<file path="config.mk">
export PLATFORM = sky130hd
export DESIGN_NAME = ifetch_unit
export DESIGN_NICKNAME = d
export VERILOG_FILES = /design/src/rtl/ifetch_unit_pkg.sv /design/src/rtl/ifetch_queue.sv /design/src/rtl/ifetch_unit.sv
export SDC_FILE = /design/constraint.sdc
export NUM_CORES = 1
export LEC_CHECK = 0
export ABC_CLOCK_PERIOD_IN_PS = 9400
export BUFFER_PORTS_ARGS = -buffer_cell sky130_fd_sc_hd__buf_4
export CORE_MARGIN = 5
export CORE_UTILIZATION = 40
export DETAILED_ROUTE_END_ITERATION = 10
export PLACE_DENSITY = 0.57
export SYNTH_ARGS = -nofsm -noshare
export SYNTH_HDL_FRONTEND = slang
export SYNTH_SLANG_ARGS = --single-unit
export TNS_END_PERCENT = 20
</file>
<file path="constraint.sdc">
create_clock -name clk_i -period 9.4 [get_ports clk_i]
set_input_delay 1.41 -clock clk_i [delete_from_list [all_inputs] [get_ports clk_i]]
set_output_delay 1.41 -clock clk_i [all_outputs]
set_load 0.05 [all_outputs]
</file>
<file path="src/rtl/ifetch_unit_pkg.sv">
// ifetch_defs: shared definitions for the fetch stage.
//   if_state_e    - fetch FSM state encoding (idle / requesting / draining)
//   QueueDepth    - entries in the fetch-to-decode buffer
//   DefaultPcStep - default fetch-address increment per accepted word
package ifetch_defs;

  typedef enum logic [1:0] {
    IfIdle  = 2'd0,
    IfReq   = 2'd1,
    IfDrain = 2'd2
  } if_state_e;

  localparam int unsigned QueueDepth    = 2;
  localparam int unsigned DefaultPcStep = 4;

endpackage

</file>
<file path="src/rtl/ifetch_queue.sv">
// ifetch_queue: 2-entry {pc, data} FIFO between instruction memory and decode.
// Head entry always sits in slot 0 so the head outputs come straight from registers.
//   clk_i, rst_i       - clock, synchronous active-high reset
//   flush_i            - empty the queue (wins over push/pop)
//   push_i             - write {push_pc_i, push_data_i} at the tail
//   pop_i              - drop the head entry
//   count_o            - occupancy, 0..2
//   head_valid_o       - queue not empty
//   head_pc_o/_data_o  - head entry
module ifetch_queue
  import ifetch_defs::*;
#(
  parameter int unsigned WordW = 32
) (
  input  logic             clk_i,
  input  logic             rst_i,
  input  logic             flush_i,
  input  logic             push_i,
  input  logic             pop_i,
  input  logic [WordW-1:0] push_pc_i,
  input  logic [WordW-1:0] push_data_i,
  output logic [1:0]       count_o,
  output logic             head_valid_o,
  output logic [WordW-1:0] head_pc_o,
  output logic [WordW-1:0] head_data_o
);

  logic [WordW-1:0] pc_q   [QueueDepth];
  logic [WordW-1:0] data_q [QueueDepth];
  logic [1:0]       count_q;
  logic             pop_en;
  logic             push_en;

  assign pop_en  = pop_i & (count_q != 2'd0);
  // A push into a full queue is only accepted alongside a pop.
  assign push_en = push_i & ((count_q != 2'(QueueDepth)) | pop_en);

  always_ff @(posedge clk_i) begin
    if (rst_i) begin
      count_q   <= '0;
      pc_q[0]   <= '0;
      pc_q[1]   <= '0;
      data_q[0] <= '0;
      data_q[1] <= '0;
    end else if (flush_i) begin
      count_q <= '0;
    end else begin
      case ({push_en, pop_en})
        2'b10: begin
          pc_q[count_q[0]]   <= push_pc_i;
          data_q[count_q[0]] <= push_data_i;
          count_q            <= count_q + 2'd1;
        end
        2'b01: begin
          pc_q[0]   <= pc_q[1];
          data_q[0] <= data_q[1];
          count_q   <= count_q - 2'd1;
        end
        2'b11: begin
          if (count_q == 2'd1) begin
            pc_q[0]   <= push_pc_i;
            data_q[0] <= push_data_i;
          end else begin
            pc_q[0]   <= pc_q[1];
            data_q[0] <= data_q[1];
            pc_q[1]   <= push_pc_i;
            data_q[1] <= push_data_i;
          end
        end
        default: ;
      endcase
    end
  end

  assign count_o      = count_q;
  assign head_valid_o = (count_q != 2'd0);
  assign head_pc_o    = pc_q[0];
  assign head_data_o  = data_q[0];

endmodule

</file>
<file path="src/rtl/ifetch_unit.sv">
// ifetch_unit: fetch stage. Owns the fetch address, issues single-word reads to
// instruction memory, buffers returned words and hands them to decode.
//   clk_i, rst_i              - clock, synchronous active-high reset
//   redirect_valid_i/_pc_i    - load a new fetch address and flush everything
//   mem_req_o, mem_addr_o     - read request; address stable while mem_req_o=1
//   mem_ack_i, mem_rdata_i    - one-cycle response strobe with data
//   ins_valid_o/_ready_i      - decode handshake; ins_data_o/ins_pc_o head entry
// Optional (macro IFETCH_PERF_EN):
//   fetch_count_o             - pushed instructions (wraps)
//   stall_count_o             - cycles with ins_valid_o=0 while not idle
module ifetch_unit
  import ifetch_defs::*;
#(
  parameter int unsigned      WordW   = 32,
  parameter int unsigned      PcStep  = DefaultPcStep,
  parameter logic [WordW-1:0] ResetPc = '0
) (
  input  logic             clk_i,
  input  logic             rst_i,
  input  logic             redirect_valid_i,
  input  logic [WordW-1:0] redirect_pc_i,
  output logic             mem_req_o,
  output logic [WordW-1:0] mem_addr_o,
  input  logic             mem_ack_i,
  input  logic [WordW-1:0] mem_rdata_i,
  output logic             ins_valid_o,
  input  logic             ins_ready_i,
  output logic [WordW-1:0] ins_data_o,
  output logic [WordW-1:0] ins_pc_o
`ifdef IFETCH_PERF_EN
  ,
  output logic [31:0]      fetch_count_o,
  output logic [31:0]      stall_count_o
`endif
);

  if_state_e        state_q, state_d;
  logic [WordW-1:0] fetch_pc_q, fetch_pc_d;
  logic [WordW-1:0] mem_addr_q;
  logic             mem_req_q;
  logic [1:0]       q_count;
  logic             ack, pop, push;
  logic [2:0]       occ_next;
  logic             credit;

  // Acks without an outstanding request are ignored.
  assign ack  = mem_ack_i & mem_req_q;
  assign pop  = ins_valid_o & ins_ready_i;
  assign push = (state_q == IfReq) & ack & ~redirect_valid_i;

  // Occupancy after this cycle; a new request may go out only if it stays below depth.
  assign occ_next = {1'b0, q_count} - {2'b0, pop} + {2'b0, push};
  assign credit   = (occ_next < 3'(QueueDepth));

  always_comb begin
    state_d = state_q;
    unique case (state_q)
      IfIdle: begin
        if (redirect_valid_i || credit) state_d = IfReq;
      end
      IfReq: begin
        if (redirect_valid_i) state_d = ack ? IfReq : IfDrain;
        else if (ack)         state_d = credit ? IfReq : IfIdle;
      end
      IfDrain: begin
        if (ack) state_d = (redirect_valid_i || credit) ? IfReq : IfIdle;
      end
      default: state_d = IfIdle;
    endcase
  end

  always_comb begin
    fetch_pc_d = fetch_pc_q;
    if (redirect_valid_i) fetch_pc_d = redirect_pc_i;
    else if (push)        fetch_pc_d = fetch_pc_q + WordW'(PcStep);
  end

  always_ff @(posedge clk_i) begin
    if (rst_i) begin
      state_q    <= IfIdle;
      fetch_pc_q <= ResetPc;
      mem_req_q  <= 1'b0;
      mem_addr_q <= ResetPc;
    end else begin
      state_q    <= state_d;
      fetch_pc_q <= fetch_pc_d;
      mem_req_q  <= (state_d != IfIdle);
      // While draining, the abandoned request keeps its original address.
      mem_addr_q <= (state_d == IfDrain) ? mem_addr_q : fetch_pc_d;
    end
  end

  assign mem_req_o  = mem_req_q;
  assign mem_addr_o = mem_addr_q;

  ifetch_queue #(
    .WordW(WordW)
  ) u_queue (
    .clk_i        (clk_i),
    .rst_i        (rst_i),
    .flush_i      (redirect_valid_i),
    .push_i       (push),
    .pop_i        (pop),
    .push_pc_i    (fetch_pc_q),
    .push_data_i  (mem_rdata_i),
    .count_o      (q_count),
    .head_valid_o (ins_valid_o),
    .head_pc_o    (ins_pc_o),
    .head_data_o  (ins_data_o)
  );

`ifdef IFETCH_PERF_EN
  logic [31:0] fetch_count_q;
  logic [31:0] stall_count_q;

  always_ff @(posedge clk_i) begin
    if (rst_i) begin
      fetch_count_q <= '0;
      stall_count_q <= '0;
    end else begin
      if (push) fetch_count_q <= fetch_count_q + 32'd1;
      if (!ins_valid_o && (state_q != IfIdle)) stall_count_q <= stall_count_q + 32'd1;
    end
  end

  assign fetch_count_o = fetch_count_q;
  assign stall_count_o = stall_count_q;
`endif

endmodule

</file>
# ---- Word level (Yosys, flattened, before mapping)
# Memories as Yosys holds them, arrays and structs flattened.
# Cells that the tools add are included.
dict set report totals {
  reg_bits 69
  ramBits 128
  in_bits 69
  mem_count 2
}
dict set report classes {
  n_addsub 5
  n_lt_le_gt_ge 1
  eq_ne 8
  muxes 45
  bitwise_logic 16
  reduce_logical 8
}
# name words width rd rd_clocked_by_memory_dff wr line
set mem_list {}
lappend mem_list {u_queue.data_q 2 32 2 0 2 ifetch_queue.sv:29} ;# logic [WordW-1:0] data_q [QueueDepth];
lappend mem_list {u_queue.pc_q 2 32 2 0 2 ifetch_queue.sv:28} ;# logic [WordW-1:0] pc_q [QueueDepth];
# cell count
set op_table {}
lappend op_table {{$mux W32} 12}
lappend op_table {{$reduce_or A32 Y1} 2}
lappend op_table {{$add A32 B3 Y32 const B} 1}
lappend op_table {{$mux W1} 26}
lappend op_table {{$mux W2} 5}
lappend op_table {{$or A1 B1 Y1} 9}
lappend op_table {{$eq A2 B2 Y1 const B} 4}
lappend op_table {{$and A1 B1 Y1} 6}
lappend op_table {{$eq A2 B1 Y1 const B} 3}
lappend op_table {{$pmux W2 S3} 1}
lappend op_table {{$reduce_bool A2 Y1} 3}
lappend op_table {{$pmux W2 S2} 1}
lappend op_table {{$add A3 B1 Y3} 1}
lappend op_table {{$lt A3 B2 Y1 const B} 1}
lappend op_table {{$sub A2 B1 Y3} 1}
lappend op_table {{$add A2 B1 Y2 const B} 1}
lappend op_table {{$logic_not A2 Y1} 1}
lappend op_table {{$ne A2 B2 Y1 const B} 1}
lappend op_table {{$reduce_or A2 Y1} 1}
lappend op_table {{$sub A2 B1 Y2 const B} 1}
lappend op_table {{$logic_or A1 B1 Y1} 1}
lappend op_table {{$not A1 Y1} 1}

# ---- Longest topological paths before layout
# Gate-level depths: netlist of run 1.
dict set report logic_depth {
  word_depth 14
  depth_mapped 11
  mapped_depth_nobuf 10
}

# ---- Cells and area by module
# A second synthesis of run 1 with hierarchy kept.
dict set report unflattened {
  cells_unflattened 692
  area_unflattened_um2 8410.6
}
# mod n_inst cells_per_inst area_per_inst_um2 seq_area_each_um2
set modules_own_cells {}
lappend modules_own_cells {ifetch_queue 1 309 5215.0 3883.7}
lappend modules_own_cells {ifetch_unit 1 383 3195.6 1341.3}

# ---- Worst setup path after synthesis of run 1
# Ideal clock, no wire load.
dict set report synth_timing {
  path_kind {input port to flip-flop}
  start {input port redirect_valid_i}
  end {memory u_queue.data_q[0][0] (enable)}
  arrival_time_ps 6486
  required_time_ps 8826
  setup_slack_ps 2340
  stages 4
  path_buffers 3
  path_cell_list {clkbuf_8 > clkbuf_1 > buf_1 > o21ai_0}
}
# item line
set synth_lines {}
lappend synth_lines {{start, declared} ifetch_unit.sv:20} ;# input logic redirect_valid_i,
lappend synth_lines {{end, declared} ifetch_queue.sv:29}

# ---- Worst setup path after layout of run 1
dict set report layout_timing {
  start {input port ins_ready_i}
  end {register mem_req_q (netlist: mem_req_o)}
}
dict set report layout_via {
  elab_chain_len 9
  elab_cells_between_ends 13
}
# item line
set layout_rtl {}
lappend layout_rtl {{start, declared} ifetch_unit.sv:27} ;# input logic ins_ready_i,
lappend layout_rtl {{$and A1 B1 Y1 *} ifetch_unit.sv:48} ;# assign pop = ins_valid_o & ins_ready_i;
lappend layout_rtl {{$sub A2 B1 Y3 *} ifetch_unit.sv:52} ;# assign occ_next = {1'b0, q_count} - {2'b0, pop} + {2'b0, push};
lappend layout_rtl {{$add A3 B1 Y3 *} ifetch_unit.sv:52}
lappend layout_rtl {{$lt A3 B2 Y1 *} ifetch_unit.sv:53} ;# assign credit = (occ_next < 3'(QueueDepth));
lappend layout_rtl {{$mux W1 or $logic_or A1 B1 Y1 (tied branches)} {ifetch_unit.sv:63, ifetch_unit.sv:59, ifetch_unit.sv:66}}
lappend layout_rtl {{$mux W2 or $mux W1 (tied branches)} {ifetch_unit.sv:63, ifetch_unit.sv:66}}
lappend layout_rtl {{$mux W2 (on tied branches)} {ifetch_unit.sv:62, ifetch_unit.sv:66}}
lappend layout_rtl {{$pmux W2 S3 *} ifetch_unit.sv:57} ;# unique case (state_q)
lappend layout_rtl {{$reduce_bool A2 Y1 *} ifetch_unit.sv:87} ;# mem_req_q <= (state_d != IfIdle);
lappend layout_rtl {{end signal, assigned} ifetch_unit.sv:87}
lappend layout_rtl {{end, declared} ifetch_unit.sv:40} ;# logic mem_req_q;
# Mark *: on every way between the ends. The rest lies on a longest branch, timed or not.
# A chain may end at the register's enable or synchronous reset.

==> summary.txt, run 1 <==
Synthesis
  • Synth top area cells: edfxtp_1, dfxtp_1, nand2_1
  • Top cell type's share of synthesized area: approximately 44%
  • Count of cell types in the netlist: between 60 and 70
  • Synth cell count leaders: nand2_1, edfxtp_1, a21oi_1
  • Syn_area_per_cell: ~11 um^2
  • Mapped Nets: 895
  • Async SR Flop Fraction: 0%
  • Post-synth top area cell: edfxtp_1
  • Synthesized instance count: slightly above 800
  • Synth Register Bits: 197
  • Yosys Warn Count: 0
  • Synth Flop Type: edfxtp_1
  • Sequential area share after synthesis: 60.2%
  • Post-Syn Area: roughly 0.0087 mm^2
  • Post-synth EDFFs: between 100 and 150
  • Count leader, synth: nand2_1

STA
  • Clock skew: between 0.01 and 0.015 ns
  • RSZ-0062 raised after global routing: no
  • Fin crit share: between 30 and 40%
  • WHS: approximately 0.46 ns
  • Final hold violation count: 0
  • Final setup vio count: 0
  • TNS Setup: 0 ns
  • F_max: ~270 MHz
  • Slew margin rel.: 38.0%
  • Slew Limit Fails: 0
  • Min Tclk post-route: around 3.7 ns
  • Actual slew at the worst max-slew pin: between 0.9 and 1 ns
  • Post-route worst setup slack: around 5.7 ns

Clock network
  • H-tree level count: 4
  • Clk Latency, worst-skew pair: roughly 0.43 ns
  • CTS clk-pin slew, worst paths: approximately 0.070 ns
  • Post_cts resized: 0
  • Setup Fix Bufs, Post-CTS: 0
  • Total CTS buffers: 17
  • Cts-stage hold buffer count: 0
  • CTS sink count: 197
  • CTS tree: yes
  • Clock Tree Root: clkbuf_16
  • Clock Path Buffers: 2

Routing
  • Wire length per cell: about 17 um
  • Overall via count from detail_route: 6,443
  • Vias/cell: about 5.2
  • Drt pass-1 iters: 4
  • Drt total wl: approximately 21,000 um
  • Drt first-iter violations: 405
  • Post-route ant nets: 0
  • Detailed-route DRC error count: 0

Placed design
  • Dpl cell area: between 0.01 and 0.015 mm^2
  • Port Buffer Count: 166
  • Setup WS pre-CTS: approximately 5.2 ns
  • Gp weighted congestion: about 0.8
  • Placed instance count: 1,215
  • DP HPWL: about 14,000 um

Pwr
  • Worst VDD drop: approximately 0.12 mV
  • Pleak: roughly 4.2 nW
  • Pwr Density: around 190 mW/mm^2

Worst setup path
  • Crit. End Element: flip-flop
  • Worst EP arrival: 4.04 ns
  • Reg-to-Reg Start: u_queue.count_o[1]
  • Startpoint types: input port
  • Critical path required time: 9.72 ns
  • Critical Path Fanout Max: 10
  • CP startpoint: ins_ready_i
  • Worst setup path class: in -> reg

Die
  • Num rows: 53
  • DIE AREA: ~0.025 mm^2
  • Die W: about 160 um
  • IO Pins: 167
  • Die Ht: around 160 um
  • Core region area: roughly 0.021 mm^2
  • Starting Density: 40.9%

Layout
  • Nets: 1,034
  • Antenna diodes: 0
  • Layout cell share with drive strength beyond 1: about a quarter
  • Fin cells: roughly 1,200
  • Finished Cell Area: about 0.011 mm^2
  • Synthesis-to-finish area growth: 23.5%
  • Filler instances: 1,973

Outcome
  • Status: finished clean

Global route
  • GRT Total Usage: 17.3%
  • Vias in the first global route: between 6,000 and 7,000
  • Global-route wire length before repair: 34,100 um
  • Largest net degree at the start of global routing: 65
  • GR Overflow Total: 0
  • Initial antenna violation count: 0

Job
  • Maxcap violations: 0

Hold path
  • Min-Delay Path Class: reg -> reg
  • HP Start: mem_addr_o[11]
-- layout make-up --
cell class                 count  area [um^2]  area share (%)
inverter                      10         37.5           0.350
clock inverter                13          143            1.33
multi-input combinational    558         3200            29.8
timing repair buffer         175         1310            12.3
tap                          275          344            3.21
clock buffer                  19          454            4.24
sequential                   197         5230            48.8
-- per-layer routing --
| layer | GRT usage, % | part of all wire (%) | up-vias |
|---|---|---|---|
| met5 | 0 | 0 | - |
| met4 | 5.08 | 1.5 | 0 |
| met3 | 3.33 | 7.2 | 22 |
| met2 | 25.9 | 44 | 224 |
| met1 | 25.5 | 47 | 2999 |
| li1 | - | - | 3198 |
-- flip-flops by register name, summed over array words and instances (netlist names) --
name             count
state_q              2
u_queue.pc_q        64
u_queue.data_q      64
mem_req_o            1
u_queue.count_o      2
fetch_pc_q          32
mem_addr_o          32
-- final timing paths --
kind | to | slack, ns | cells past startpoint
max reg2reg | mem_req_o | 5.94 | 10
min | mem_addr_o[11] | 0.46 | 2
min reg2reg | mem_addr_o[11] | 0.46 | 2
max | mem_req_o | 5.67 | 9
-- cells by family (layout without fill, tap and decap cells) --
| group | count (synthesis) | in the layout | share of synthesized area [%] |
|---|---|---|---|
| buffers and inverters | 65 | 217 | 3.37 |
| multiplexers | 16 | 16 | 1.87 |
| XOR/XNOR | 18 | 18 | 1.82 |
| flip-flops | 197 | 197 | 60.2 |
| AO/OA/AOI/OAI | 146 | 146 | 10.3 |
| adder cells (fa/ha/maj) | 6 | 6 | 0.952 |
| AND/OR/NAND/NOR | 372 | 372 | 21.4 |
-- where the power goes --
part / leakage, nW / internal [mW] / total (mW) / switching [mW]
Combinational: 1.97 / 0.0974 / 0.315 / 0.218
Sequential: 1.90 / 0.975 / 1.01 / 0.0358
Clock: 0.299 / 0.413 / 0.741 / 0.328
Total: 4.17 / 1.49 / 2.07 / 0.582
-- cells in the final DEF (no fill, tap or decap), types with 3 or more instances in the layout --
| cell | instances |
|---|---|
| inv_6 | 6 |
| ha_1 | 5 |
| buf_4 | 175 |
| and3_1 | 8 |
| o21a_1 | 5 |
| nand3_1 | 25 |
| o41ai_1 | 6 |
| or3_2 | 3 |
| and4_1 | 5 |
| nor3_1 | 24 |
| inv_1 | 9 |
| a31oi_1 | 5 |
| xnor2_1 | 16 |
| nand2b_1 | 3 |
| nor4_1 | 12 |
| a211oi_1 | 13 |
| nor2_1 | 42 |
| nand4_1 | 10 |
| o21ai_0 | 17 |
| and2_1 | 65 |
| nand2_1 | 156 |
| a31o_2 | 3 |
| dfxtp_1 | 69 |
| clkbuf_16 | 18 |
| clkinv_2 | 3 |
| a21oi_1 | 75 |
| mux2i_1 | 14 |
| edfxtp_1 | 128 |
-- per-stage QoR --
stage / total power, mW / util (%)
6_report: 2.07 / 50.5
5_1_grt: 2.15 / 50.5
4_1_cts: 2.09 / 50.5
3_5_place_dp: 1.35 / 47.7
3_3_place_gp: 1.35 / 47.7
2_1_floorplan: 1.24 / -
-- critical path, cell delays in order --
cell      delay, ns
buf_4          0.07
nor2b_1        0.58
ha_1           0.35
or3_2          0.45
fa_1           0.39
xnor2_1        0.14
a221oi_1       0.24
nor3_1         0.09
or2_2          0.29
No activity file was read; power rests on OpenSTA's default activity.
==> run 2, diff against run 1 <==
--- a/config.mk
+++ b/config.mk
@@ -5,12 +5,12 @@
 export SDC_FILE = /design/constraint.sdc
 export NUM_CORES = 1
 export LEC_CHECK = 0
-export ABC_CLOCK_PERIOD_IN_PS = 9400
+export ABC_CLOCK_PERIOD_IN_PS = 3100
 export BUFFER_PORTS_ARGS = -buffer_cell sky130_fd_sc_hd__buf_4
 export CORE_MARGIN = 5
 export CORE_UTILIZATION = 40
 export DETAILED_ROUTE_END_ITERATION = 10
-export PLACE_DENSITY = 0.57
+export PLACE_DENSITY = 0.59
 export SYNTH_ARGS = -nofsm -noshare
 export SYNTH_HDL_FRONTEND = slang
 export SYNTH_SLANG_ARGS = --single-unit
==> constraint.sdc (replaced) <==
create_clock -name clk_i -period 3.1 [get_ports clk_i]
set_input_delay 0.465 -clock clk_i [delete_from_list [all_inputs] [get_ports clk_i]]
set_output_delay 0.465 -clock clk_i [all_outputs]
set_load 0.05 [all_outputs]
==> summary.txt, run 2 (synthesis results as in run 1) <==
Outcome
  • Status: finished clean (unchanged)

Worst setup path
  • Critical Path Fanout Max: 5 (was 10)
  • Critical path required time: 3.41 ns (was 9.72 ns)
  • Crit-path most repeated cell: ha_1
  • Slowest CP cell: or3_2 (was nor2b_1)
  • Worst path top cell family by delay: simple AND/OR/NAND/NOR gates (unchanged)
  • Crit path buf inv count: 1 (unchanged)
  • Slowest cell delay on critical path: 0.46 ns (was 0.58 ns)
  • Worst EP arrival: 3.10 ns (was 4.04 ns)
  • Crit. End Element: flip-flop (unchanged)
  • Worst setup path class: reg -> reg (was in -> reg)
  • Startpoint types: flip-flop (was input port)
  • CP cell instances: inv_1 -> ha_1 -> nor2b_1 -> ha_1 -> or3_2 -> fa_1 -> xnor2_1 -> a221oi_1 -> nor3_1 -> or2_2 (was buf_4 -> nor2b_1 -> ha_1 -> or3_2 -> fa_1 -> xnor2_1 -> a221oi_1 -> nor3_1 -> or2_2)

Clock network
  • CTS tree: yes (unchanged)
  • CTS sink count: 197 (unchanged)
  • Setup Fix Bufs, Post-CTS: 0 (unchanged)
  • Clk Latency, worst-skew pair: 0.42 ns (was 0.43 ns)
  • H-tree level count: 4 (unchanged)
  • Total CTS buffers: 17 (unchanged)
  • Post_cts resized: 0 (unchanged)
  • Clock Tree Root: clkbuf_16 (unchanged)
  • CTS clk-pin slew, worst paths: 0.07 ns (about the same)
  • Clock Path Buffers: 2 (unchanged)
  • Cts-stage hold buffer count: 0 (unchanged)

Layout
  • Most common cell after layout, fill and taps aside: buf_4 (unchanged)
  • Synthesis-to-finish area growth: 25.3% (was 23.5%)
  • Finished Cell Area: 0.0109 mm^2 (was 0.0107 mm^2)
  • Antenna diodes: 0 (unchanged)
  • Nets: 1,046 (was 1,034)
  • Layout cell share with drive strength beyond 1: 25.0% (was 24.1%)
  • Top flop regs: u_queue.data_q: 64 flops, u_queue.pc_q: 64 flops (unchanged)
  • Commonest cells after routing, fill and taps aside: buf_4, nand2_1, edfxtp_1 (unchanged)
  • Final design utilization: 51.2% (was 50.5%)
  • Filler instances: 1,933 (was 1,973)

Die
  • Num rows: 53 (unchanged)
  • IO Pins: 167 (unchanged)
  • Starting Density: 40.9% (unchanged)
  • Core region area: 0.0212 mm^2 (unchanged)
  • Die W: 157 um (unchanged)
  • DIE AREA: 0.0247 mm^2 (unchanged)
  • Die Ht: 157 um (unchanged)

Placed design
  • Port Buffer Count: 166 (unchanged)
  • DP HPWL: 14,500 um (was 13,700 um)
  • Gp weighted congestion: 0.817 (was 0.806)
  • Dpl cell area: 0.0103 mm^2 (was 0.0101 mm^2)

STA
  • Fin crit share: around nine tenths
  • Clock skew: 0.00885 ns (was 0.0104 ns)
  • Slew margin rel.: 14.0% (was 38.0%)
  • Final setup vio count: 0 (unchanged)
  • Slew Limit Fails: 0 (unchanged)
  • F_max: roughly 360 MHz
  • Actual slew at the worst max-slew pin: 1.28 ns (was 0.930 ns)
  • Final hold violation count: 0 (unchanged)
  • RSZ-0062 raised after global routing: no (unchanged)
  • Min Tclk post-route: approximately 2.8 ns

Routing
  • Drt total wl: 21,600 um (was 21,300 um)
  • Wire length per cell: 17.1 um (was 17.0 um)
  • Overall via count from detail_route: 6,501 (was 6,443)
  • Drt pass-1 iters: 5 (was 4)
  • Detailed-route DRC error count: 0 (unchanged)
  • Post-route ant nets: 0 (unchanged)
  • Drt first-iter violations: 466 (was 405)
  • Vias/cell: 5.16 (was 5.17)

Global route
  • Largest net degree at the start of global routing: 65 (unchanged)
  • GRT Total Usage: 17.6% (was 17.3%)
  • Initial antenna violation count: 0 (unchanged)
  • Vias in the first global route: 6,354 (was 6,311)
  • Global-route wire length before repair: 34,400 um (was 34,100 um)
  • GR Overflow Total: 0 (unchanged)

Pwr
  • Pwr Density: 580 mW/mm^2 (was 193 mW/mm^2)
  • Pleak: 4.26 nW (was 4.17 nW)
  • Worst VDD drop: 0.340 mV (was 0.120 mV)

Hold path
  • Min-Delay Path Class: in -> reg (was reg -> reg)

Job
  • Maxcap violations: 0 (unchanged)
==> run 2: changes by cell type in the layout (fill, tap and decap cells not counted), moves of 2 or more <==
cell	change
inv_6	-4
inv_4	+2
clkbuf_8	+2
buf_12	+4
buf_4	+8
==> run 2: area by class of cell <==
type	instances	area [um^2]	share of cell area (%)
flip-flops and latches	197	5230	48.1
multi-input cells	558	3200	29.4
repair buffers	187	1450	13.4
clock buffers	22	507	4.66
well taps	275	344	3.17
clock inverters	10	103	0.944
inverters	10	37.5	0.345
==> run 2: layer usage <==
layer / vias to the layer above / track usage [%] / routed length, um
met5: - / 0 / 0
met4: 0 / 3.52 / 153
met3: 9 / 3.46 / 1220
met2: 208 / 27.2 / 9770
met1: 3064 / 25.9 / 10400
li1: 3220 / - / -
==> run 2: where the power goes <==
part           internal [mW]  total, mW  switching (mW)
Combinational          0.311      0.983           0.672
Clock                   1.29       2.26           0.964
Sequential              2.95       3.06           0.106
==> run 2: worst paths after layout <==
path / start / to / slack [ns] / depth (start not counted)
worst max-delay path: u_queue.count_o[0] / mem_req_o / 0.31 / 10
worst min-delay path: redirect_pc_i[9] / fetch_pc_q[9] / 0.29 / 3
worst max register to register: u_queue.count_o[0] / mem_req_o / 0.31 / 10
worst min register to register: mem_addr_o[21] / mem_addr_o[21] / 0.47 / 2
==> run 2: tightest hold or removal path, stage by stage <==
cell and delay, ns:
buf_4 0.08, mux2i_1 0.06, nor2_1 0.08
==> run 2: metrics by stage <==
stage	setup slack [ns]	power (mW)	hold slack (ns)	setup TNS (ns)	std cells
final	0.312	6.30	0.294	0	1259
after CTS	0.279	6.36	0.280	0	1259
after floorplan	-0.201	3.73	0.495	-12.85	820
after global routing	0.0901	6.55	0.295	0	1259
after global placement	0.358	4.11	0.444	0	1227
after detailed placement	0.288	4.11	0.455	0	1227
